==> src/rtl/hash_pkg.sv <==
// hash_pkg: constants shared between hash_gen and hash_arb, and the arbiter FSM state type.
// Ports: none (package).
package hash_pkg;
    localparam int HASH_W          = 128;
    localparam int BIT_BLOCK_START = 9;
    localparam int BIT_BLOCK_END   = 8;
    typedef enum logic [0:0] {
        IDLE   = 1'b0,
        LOCKED = 1'b1
    } arb_state_e;
endpackage

==> src/rtl/hash_arb_if.sv <==
// hash_arb_if: requester, hash_gen and result signals between packet sources and hash_arb.
// Ports: none; modport slave is the arbiter side, master is the source/hash_gen side.
interface hash_arb_if #(
    parameter int N_REQ = 4
);
    import hash_pkg::*;
    logic [N_REQ-1:0]        req_valid_i;
    logic [N_REQ*HASH_W-1:0] req_data_i;
    logic [N_REQ-1:0]        req_ready_o;
    logic [HASH_W-1:0]       hg_data_o;
    logic                    hg_valid_o;
    logic [HASH_W-1:0]       hg_res_data_i;
    logic                    hg_res_valid_i;
    logic [HASH_W-1:0]       res_data_o;
    logic [N_REQ-1:0]        res_valid_o;
    modport slave (
        input  req_valid_i, req_data_i, hg_res_data_i, hg_res_valid_i,
        output req_ready_o, hg_data_o, hg_valid_o, res_data_o, res_valid_o
    );
    modport master (
        output req_valid_i, req_data_i, hg_res_data_i, hg_res_valid_i,
        input  req_ready_o, hg_data_o, hg_valid_o, res_data_o, res_valid_o
    );
endinterface

==> src/rtl/hash_arb_rr_pick.sv <==
// rr_pick: combinational round-robin picker, first set request at or after ptr_i (wrapping).
// Ports: req_i request vector, ptr_i start index, idx_o winner index, found_o any request set.
module rr_pick #(
    parameter int N = 4,
    parameter int W = 2
) (
    input  logic [N-1:0] req_i,
    input  logic [W-1:0] ptr_i,
    output logic [W-1:0] idx_o,
    output logic         found_o
);
    logic [2*N-1:0] rot;
    logic [W-1:0]   off;
    logic [W:0]     sum;
    // Rotating the doubled vector right by ptr_i puts the pointer position at bit 0.
    assign rot     = {req_i, req_i} >> ptr_i;
    assign found_o = |req_i;
    assign sum     = {1'b0, ptr_i} + {1'b0, off};
    assign idx_o   = W'((sum >= (W+1)'(N)) ? sum - (W+1)'(N) : sum);
    always_comb begin
        off = '0;
        for (int i = N - 1; i >= 0; i--) off = rot[i] ? W'(i) : off;
    end
endmodule

==> src/rtl/hash_arb.sv <==
// hash_arb: block-atomic round-robin arbiter sharing one hash_gen between N_REQ requesters.
// Ports: clk; rst (sync, active-high); bus (hash_arb_if.slave: requester valid/data/ready,
//   hash_gen word/valid out, hash_gen result in, routed result out); busy_o block in progress;
//   owner_o current or last owner; err_o sticky timeout flag.
// Optional: HASH_ARB_TIMEOUT_EN releases an owner stalled TIMEOUT_CYC cycles mid-block.
module hash_arb
    import hash_pkg::*;
#(
    parameter int N_REQ           = 4,
    parameter int BIT_BLOCK_START = hash_pkg::BIT_BLOCK_START,
    parameter int BIT_BLOCK_END   = hash_pkg::BIT_BLOCK_END,
    parameter int TIMEOUT_CYC     = 256
) (
    input  logic                       clk,
    input  logic                       rst,
    hash_arb_if.slave                  bus,
    output logic                       busy_o,
    output logic [$clog2(N_REQ)-1:0]   owner_o,
    output logic                       err_o
);
    localparam int OW = $clog2(N_REQ);
    arb_state_e        state_q, state_d;
    logic [OW-1:0]     rr_ptr_q, rr_ptr_d, owner_q, owner_d, tag_q, tag_d, pick_idx, next_ptr;
    logic [HASH_W-1:0] hg_data_q, hg_data_d, own_word;
    logic              hg_valid_q, hg_valid_d, tag_valid_q, tag_valid_d;
    logic              pick_found, locked, xfer, rel_blk, timeout, tag_set;
    logic [N_REQ-1:0]  start_vec, own_oh;

    always_comb begin
        start_vec = '0;
        own_word  = '0;
        for (int i = 0; i < N_REQ; i++) begin
            start_vec[i] = bus.req_valid_i[i] & bus.req_data_i[HASH_W*i+BIT_BLOCK_START];
            own_word     = (owner_q == OW'(i)) ? bus.req_data_i[HASH_W*i +: HASH_W] : own_word;
        end
    end

    rr_pick #(.N(N_REQ), .W(OW)) u_pick (
        .req_i   (start_vec),
        .ptr_i   (rr_ptr_q),
        .idx_o   (pick_idx),
        .found_o (pick_found)
    );

    assign locked   = state_q == LOCKED;
    assign own_oh   = N_REQ'(1) << owner_q;
    assign xfer     = locked & |(own_oh & bus.req_valid_i);
    assign next_ptr = (owner_q == OW'(N_REQ - 1)) ? '0 : owner_q + 1'b1;
    assign rel_blk  = (xfer & own_word[BIT_BLOCK_END]) | timeout;
    // The end word leaving on hg_data_o is the one hash_gen answers next cycle; owner_q
    // still names its requester because re-arbitration updates owner on this same edge.
    assign tag_set  = hg_valid_q & hg_data_q[BIT_BLOCK_END];

    always_comb begin
        state_d     = locked ? (rel_blk ? IDLE : LOCKED) : (pick_found ? LOCKED : IDLE);
        owner_d     = (!locked && pick_found) ? pick_idx : owner_q;
        rr_ptr_d    = rel_blk ? next_ptr : rr_ptr_q;
        hg_valid_d  = xfer;
        hg_data_d   = xfer ? own_word : hg_data_q;
        tag_d       = tag_set ? owner_q : tag_q;
        tag_valid_d = tag_set | (tag_valid_q & ~bus.hg_res_valid_i);
    end

    always_ff @(posedge clk) begin
        if (rst) begin
            state_q     <= IDLE;
            rr_ptr_q    <= '0;
            owner_q     <= '0;
            hg_data_q   <= '0;
            hg_valid_q  <= 1'b0;
            tag_q       <= '0;
            tag_valid_q <= 1'b0;
        end else begin
            state_q     <= state_d;
            rr_ptr_q    <= rr_ptr_d;
            owner_q     <= owner_d;
            hg_data_q   <= hg_data_d;
            hg_valid_q  <= hg_valid_d;
            tag_q       <= tag_d;
            tag_valid_q <= tag_valid_d;
        end
    end

`ifdef HASH_ARB_TIMEOUT_EN
    localparam int CW = $clog2(TIMEOUT_CYC + 1);
    logic [CW-1:0] stall_q, stall_d;
    logic          err_q, err_d;
    // The TIMEOUT_CYC-th consecutive cycle without a transfer is the releasing cycle.
    assign timeout = locked & ~xfer & (stall_q == CW'(TIMEOUT_CYC - 1));
    always_comb begin
        stall_d = (!locked || xfer || timeout) ? '0 : stall_q + 1'b1;
        err_d   = err_q | timeout;
    end
    always_ff @(posedge clk) begin
        if (rst) begin
            stall_q <= '0;
            err_q   <= 1'b0;
        end else begin
            stall_q <= stall_d;
            err_q   <= err_d;
        end
    end
    assign err_o = err_q;
`else
    localparam int unused_timeout_cyc = TIMEOUT_CYC;
    assign timeout = 1'b0;
    assign err_o   = 1'b0;
`endif

    assign bus.req_ready_o = locked ? own_oh : '0;
    assign bus.hg_data_o   = hg_data_q;
    assign bus.hg_valid_o  = hg_valid_q;
    assign bus.res_data_o  = bus.hg_res_data_i;
    assign bus.res_valid_o = (bus.hg_res_valid_i & tag_valid_q) ? N_REQ'(1) << tag_q : '0;
    assign busy_o          = locked;
    assign owner_o         = owner_q;
endmodule

==> src/flat_wrapper.sv <==
// flat-port wrapper written by rule: the top's interface ports become plain ports
module hash_arb_flat import hash_pkg::*;
#(
    parameter int N_REQ           = 4,
    parameter int BIT_BLOCK_START = hash_pkg::BIT_BLOCK_START,
    parameter int BIT_BLOCK_END   = hash_pkg::BIT_BLOCK_END,
    parameter int TIMEOUT_CYC     = 256
)
  (clk, rst, busy_o, owner_o, err_o, bus_req_valid_i, bus_req_data_i, bus_hg_res_data_i, bus_hg_res_valid_i, bus_req_ready_o, bus_hg_data_o, bus_hg_valid_o, bus_res_data_o, bus_res_valid_o);
  hash_arb_if #(.N_REQ(N_REQ)) bus_i ();
  input  logic clk;
  input  logic rst;
  output logic busy_o;
  output logic [$clog2(N_REQ)-1:0] owner_o;
  output logic err_o;
  input wire logic [$bits(bus_i.req_valid_i)-1:0] bus_req_valid_i;
  input wire logic [$bits(bus_i.req_data_i)-1:0] bus_req_data_i;
  input wire logic [$bits(bus_i.hg_res_data_i)-1:0] bus_hg_res_data_i;
  input wire logic [$bits(bus_i.hg_res_valid_i)-1:0] bus_hg_res_valid_i;
  output wire logic [$bits(bus_i.req_ready_o)-1:0] bus_req_ready_o;
  output wire logic [$bits(bus_i.hg_data_o)-1:0] bus_hg_data_o;
  output wire logic [$bits(bus_i.hg_valid_o)-1:0] bus_hg_valid_o;
  output wire logic [$bits(bus_i.res_data_o)-1:0] bus_res_data_o;
  output wire logic [$bits(bus_i.res_valid_o)-1:0] bus_res_valid_o;
  assign bus_i.req_valid_i = bus_req_valid_i;
  assign bus_i.req_data_i = bus_req_data_i;
  assign bus_i.hg_res_data_i = bus_hg_res_data_i;
  assign bus_i.hg_res_valid_i = bus_hg_res_valid_i;
  assign bus_req_ready_o = bus_i.req_ready_o;
  assign bus_hg_data_o = bus_i.hg_data_o;
  assign bus_hg_valid_o = bus_i.hg_valid_o;
  assign bus_res_data_o = bus_i.res_data_o;
  assign bus_res_valid_o = bus_i.res_valid_o;
  hash_arb #(.N_REQ(N_REQ), .BIT_BLOCK_START(BIT_BLOCK_START), .BIT_BLOCK_END(BIT_BLOCK_END), .TIMEOUT_CYC(TIMEOUT_CYC)) u_core (.clk(clk), .rst(rst), .bus(bus_i), .busy_o(busy_o), .owner_o(owner_o), .err_o(err_o));
endmodule
==> config.mk <==
export PLATFORM = sky130hd
export DESIGN_NAME = hash_arb_flat
export DESIGN_NICKNAME = d
export VERILOG_FILES = /design/src/rtl/hash_pkg.sv /design/src/rtl/hash_arb_if.sv /design/src/rtl/hash_arb_rr_pick.sv /design/src/rtl/hash_arb.sv /design/src/flat_wrapper.sv
export SDC_FILE = /design/constraint.sdc
export NUM_CORES = 1
export LEC_CHECK = 0
export CORE_AREA = 3 3 360 362
export DETAILED_ROUTE_END_ITERATION = 12
export DIE_AREA = 0 0 363 365
export PLACE_DENSITY = 0.3
export SLEW_MARGIN = 10
export SYNTH_ARGS = -nofsm -noshare
export SYNTH_HDL_FRONTEND = slang
export SYNTH_HIERARCHICAL = 1
export SYNTH_SLANG_ARGS = --single-unit
==> constraint.sdc <==
create_clock -name clk -period 2.9 [get_ports clk]
set_clock_uncertainty 0.2 [all_clocks]
set_input_delay 0.58 -clock clk [delete_from_list [all_inputs] [get_ports clk]]
set_output_delay 0.58 -clock clk [all_outputs]
set_load 0.005 [all_outputs]
# After elaboration in Yosys (flattened, before gate mapping)
# Index checks and enable logic that the tools add are counted.
[totals]
out_inout_bits = 269
inputBits = 647
reg_bits = 137
elab_cells = 49
[classes]
magnitude_cmp = 1
n_shift = 3
bitwise = 12
mux = 15
eq_ne = 3
n_addsub = 3
reduce_logical = 5
[ops]
columns = ["cell", "n"]
rows = [
  ["two-way mux 128 bit", 4],
  ["two-way mux 2 bit", 6],
  ["AND 1 bit", 9],
  ["two-way mux 4 bit", 2],
  ["OR reduction 4 bit", 2],
  ["left shift 1 x 2 -> 4 bit (first input constant)", 2],
  ["right shift 8 x 2 -> 4 bit", 1],
  ["AND 4 bit", 1],
  ["== test 2 bit (second input constant)", 2],
  ["adder 2 x 2 -> 3 bit", 1],
  [">= comparator 3 bit (second input constant)", 1],
  ["two-way mux 1 bit", 3],
  ["adder 2 x 1 -> 2 bit (second input constant)", 1],
  ["== test 2 x 1 -> 1 bit (second input constant)", 1],
  ["zero test 2 bit", 1],
  ["subtractor 2 x 1 -> 2 bit (second input constant)", 1],
  ["logical AND 1 bit", 1],
  ["zero test 1 bit", 1],
  ["NOT 1 bit", 1],
  ["OR 1 bit", 1],
]

# Longest topological paths before layout
[depth]
ltp_word = 9
mapped_depth = 10
mapped_depth_nobuf = 10

# Cells and area by module
# Netlist, hierarchy kept.
[modules_own_cells]
columns = ["module", "cells_each", "n_inst", "area_each_um2"]
rows = [
  ["hash_arb", 1220, 1, 9339.0],
  ["rr_pick", 22, 1, 161.4],
]

# Worst setup path before layout
# No wires, ideal clock.
[synth_path]
path_kind = "register -> output"
startpoint = "reg u_core.owner_q[0], in the netlist u_core/owner_o[0]"
endpoint = "out bus_req_ready_o[3]"
t_arrival_ps = 1454
stages_incl_launch_ff = 6
slack_ps = 666
n_path_buf = 3
cell_sequence = "dfxtp_1 -> ha_1 -> buf_2 -> clkbuf_1 -> clkbuf_1 -> and2_1"
[synth_via]
elab_chain_cells = 2
[synth_rtl]
columns = ["item", "line", "text"]
rows = [
  ["start, declared", "hash_arb.sv:23", "logic [OW-1:0] rr_ptr_q, rr_ptr_d, owner_q, owner_d, tag_q, tag_d, pick_idx, next_ptr;"],
  ["start signal, assigned", "hash_arb.sv:76", "owner_q <= owner_d;"],
  ["left shift 1 x 2 -> 4 bit", "hash_arb.sv:46", "assign own_oh = N_REQ'(1) << owner_q;"],
  ["two-way mux 4 bit", "hash_arb.sv:110", "assign bus.req_ready_o = locked ? own_oh : '0;"],
  ["end, declared", "flat_wrapper.sv:20", "output wire logic [$bits(bus_i.req_ready_o)-1:0] bus_req_ready_o;"],
]
# No other way between the ends.

# Worst setup path in the final report
# Same ends and word-level chain as after synthesis.

==> impl_metrics.env <==
export IMPL_outcome="finished, final reports clean"
export IMPL_hold_viol=0
export IMPL_io_pin_count=916
export IMPL_grt_pass1_vias=12100
export IMPL_wirelength_um=74500
export IMPL_grt_remaining_overflow=0
export IMPL_ant_nets=0
export IMPL_core_um2=127000
export IMPL_slowest_stage="clkdlybuf4s50_1"
export IMPL_r2r_start="u_core/owner_o[0]"
export IMPL_max_slew_margin=0.426
export IMPL_cts_tree="done"
export IMPL_period_share=0.948
export IMPL_muxShareOfSynthArea=0.00487
export IMPL_clockBufferDepth=2
export IMPL_leakage_uw=0.00669
export IMPL_wire_per_inst_um=22.0
export IMPL_htreeDepth=4
export IMPL_crit_type="reg -> out"
export IMPL_syn_nets=1895
export IMPL_min_period_ns=2.75
export IMPL_finalWeightedCongestion=0.831
export IMPL_timing_rr_end="u_core/rr_ptr_q[0]"
export IMPL_grt_total_usage=0.107
export IMPL_final_util=0.140
export IMPL_firstDrtPassIters=5
export IMPL_crit_end="bus_req_ready_o[3]"
export IMPL_port_buffers=658
export IMPL_avgSynthCellArea_um2=7.65
export IMPL_synth_warnings=6
export IMPL_setup_viol=0
export IMPL_synth_top_family_by_area="compound AO/OA/AOI/OAI gates"
export IMPL_final_nets=2357
export IMPL_peakVddDrop_uv=489
export IMPL_dieArea_um2=132000
export IMPL_ys_seq_area_frac=0.289
export IMPL_fmax_mhz=364
export IMPL_drcViolationCount=0
export IMPL_die_x_um=363
export IMPL_antenna_found_initial=11
export IMPL_fin_cells=3383
export IMPL_synth_cells=1242
export IMPL_rsz0062_at_grt="no"
export IMPL_numClockSinks=137
export IMPL_clk_latency_ns=0.51
export IMPL_drv_cap=0
export IMPL_dpl_cell_area_um2=17200
export IMPL_startpoint="u_core/owner_o[0]"
export IMPL_critPathMaxStageDelay_ns=0.50
export IMPL_placed_cells=3344
export IMPL_nFillCells=14500
export IMPL_synth_seq_cells=137
export IMPL_die_height_um=365
export IMPL_holdPathStages=2
export IMPL_viasPerCell=3.41
export IMPL_cp_end_kind="output pin"
export IMPL_numCtsBuffers=17
export IMPL_drive_gt1_frac=0.0501
export IMPL_worstPathArrival_ns=1.97
export IMPL_synthAdderAreaFrac=0.00790
export IMPL_synth_cell_type_count=38
export IMPL_worst_pin_slew_ns=0.861
export IMPL_grt_max_degree=134
export IMPL_hpwlAfterDp_um=59400
export IMPL_via_count=11500
export IMPL_critPathMaxFanout=8
export IMPL_powerDensity_nw_per_um2=460
export IMPL_syn_area_um2=9500
export IMPL_crit_chain="buf_4 > ha_4 > and2_1 > clkdlybuf4s50_1"
export IMPL_design_area_um2=17800
export IMPL_row_count=131
export IMPL_synth_simple_area_share=0.0275
export IMPL_holdBufCountCts=0
export IMPL_slew_violations=0
export IMPL_syn2layout_area_growth_pct=87.5
export IMPL_rr_worst_depth=8
export IMPL_grt_pass1_wl_um=99200
export IMPL_r2r_slack_ns=0.36
export IMPL_start_util=0.0748
export IMPL_cp_start_kind="flip-flop"
export IMPL_synth_compound_area_frac=0.450
export IMPL_clk_pin_slew_ns=0.08
export IMPL_synthXorXnorAreaFrac=0.00184
export IMPL_min_delay_path_class="reg -> reg"
export IMPL_dr_first_iter_drc_count=529
export IMPL_holdWs_ns=0.314
export IMPL_cts_root_buffer="clkbuf_16"
export IMPL_required_ns=2.12
==> timing repair <==
item,in CTS,in global routing
gates resized for setup,2,0
setup endpoints to repair,2,0
setup buffers,3,0
==> synthesized netlist by cell type (all sizes together) <==
cell type,n,share of area
o21ai,129,0.069
a221oi,127,0.12
o211ai,2,0.0016
nor2,10,0.0040
a2bb2oi,1,0.00092
ha,6,0.0079
a2111oi,1,0.0016
mux2i,2,0.0021
o21a,3,0.0024
a22o,2,0.0018
and4bb,1,0.0013
or4,1,0.00079
nor3,5,0.0032
o22ai,1,0.00066
a211o,126,0.12
xnor2,2,0.0018
dfxtp,137,0.29
nor2b,6,0.0040
mux2,2,0.0028
o311ai,1,0.0017
nand2,10,0.0040
and2b,1,0.00079
and2,9,0.0059
buf,175,0.13
and3b,1,0.00092
conb,1,0.00039
nand3,4,0.0021
nand2b,1,0.00066
a21oi,260,0.14
inv,132,0.052
clkbuf,83,0.033
==> per-layer routing <==
| layer | GRT usage | routed length [µm] | vias up |
|---|---|---|---|
| met2 | 0.181 | 35800 | 558 |
| met1 | 0.110 | 27000 | 5497 |
| li1 | - | - | 5364 |
| met3 | 0.0525 | 8420 | 101 |
| met4 | 0.0548 | 3250 | 10 |
| met5 | 0 | 72 | - |
==> placed cells by master (no fill, tap or decap), drive strengths merged, types with 19 or more instances in the layout <==
master and n:
a211o 126, o21ai 129, a21oi 260, buf 43, inv 134, dfxtp 137
a221oi 127, clkbuf 19, clkdlybuf4s50 658
==> flip-flops by register name (all words and copies together), names as in the netlist <==
| register | cells |
|---|---|
| u_core/bus.hg_data_o | 128 |
| u_core/owner_o | 2 |
| u_core/rr_ptr_q | 2 |
| u_core/tag_q | 2 |
| u_core/bus.hg_valid_o | 1 |
| u_core/busy_o | 1 |
| u_core/tag_valid_q | 1 |
==> final cells by class <==
type                            count  area [µm²]  share of cell area
Multi-Input combinational cell    715        4740               0.266
Clock inverter                     13         145             0.00815
Sequential cell                   137        2740               0.154
Clock buffer                       19         443              0.0249
Timing Repair Buffer              701        7150               0.401
Antenna cell                        4        10.0            0.000562
Tap cell                         1662        2080               0.117
Inverter                          132         498              0.0280
==> cells by family after synthesis <==
| group | Yosys count |
|---|---|
| buffers and inverters | 390 |
| and+or+nand+nor | 49 |
| xor gates and xnor gates | 2 |
| DFF | 137 |
| adders and majority gates | 6 |
| other | 1 |
| AOI/OAI and AO/OA | 653 |
| muxes | 4 |
==> metrics by stage <==
| step | setup slack [ns] | setup TNS [ns] | power, µW |
|---|---|---|---|
| after floorplan | 0.666 | 0 | 3950 |
| after global placement | -0.0853 | -0.0853 | 5860 |
| after detailed placement | 0.0118 | 0 | 5850 |
| after CTS | 0.0515 | 0 | 8480 |
| after global routing | 0.0252 | 0 | 8760 |
| final | 0.150 | 0 | 8200 |
==> critical path, delay by kind of cell, from the launching register on <==
kind / cells / cell delay, ns
buf+inv: 2 / 0.69
flops: 1 / 0.33
fa+ha+maj: 1 / 0.29
simple gates: 1 / 0.16
==> where the power goes <==
part           total (µW)  switching (µW)  leakage [µW]  internal (µW)
Sequential           2260             144       0.00112           2120
Combinational        3500            1620       0.00528           1880
Clock                2440            1150      0.000280           1290
==> worst min path at each step <==
stage                     slack (ns)                from                 end
after global placement          0.29     u_core/tag_q[1]     u_core/tag_q[1]
after CTS                       0.32     u_core/tag_q[1]     u_core/tag_q[1]
after detailed placement        0.30     u_core/tag_q[1]     u_core/tag_q[1]
after global routing            0.34     u_core/tag_q[1]     u_core/tag_q[1]
after floorplan                 0.26     u_core/tag_q[0]     u_core/tag_q[0]
final                           0.31  u_core/tag_valid_q  u_core/tag_valid_q
Power figures use the tool's default switching activity.
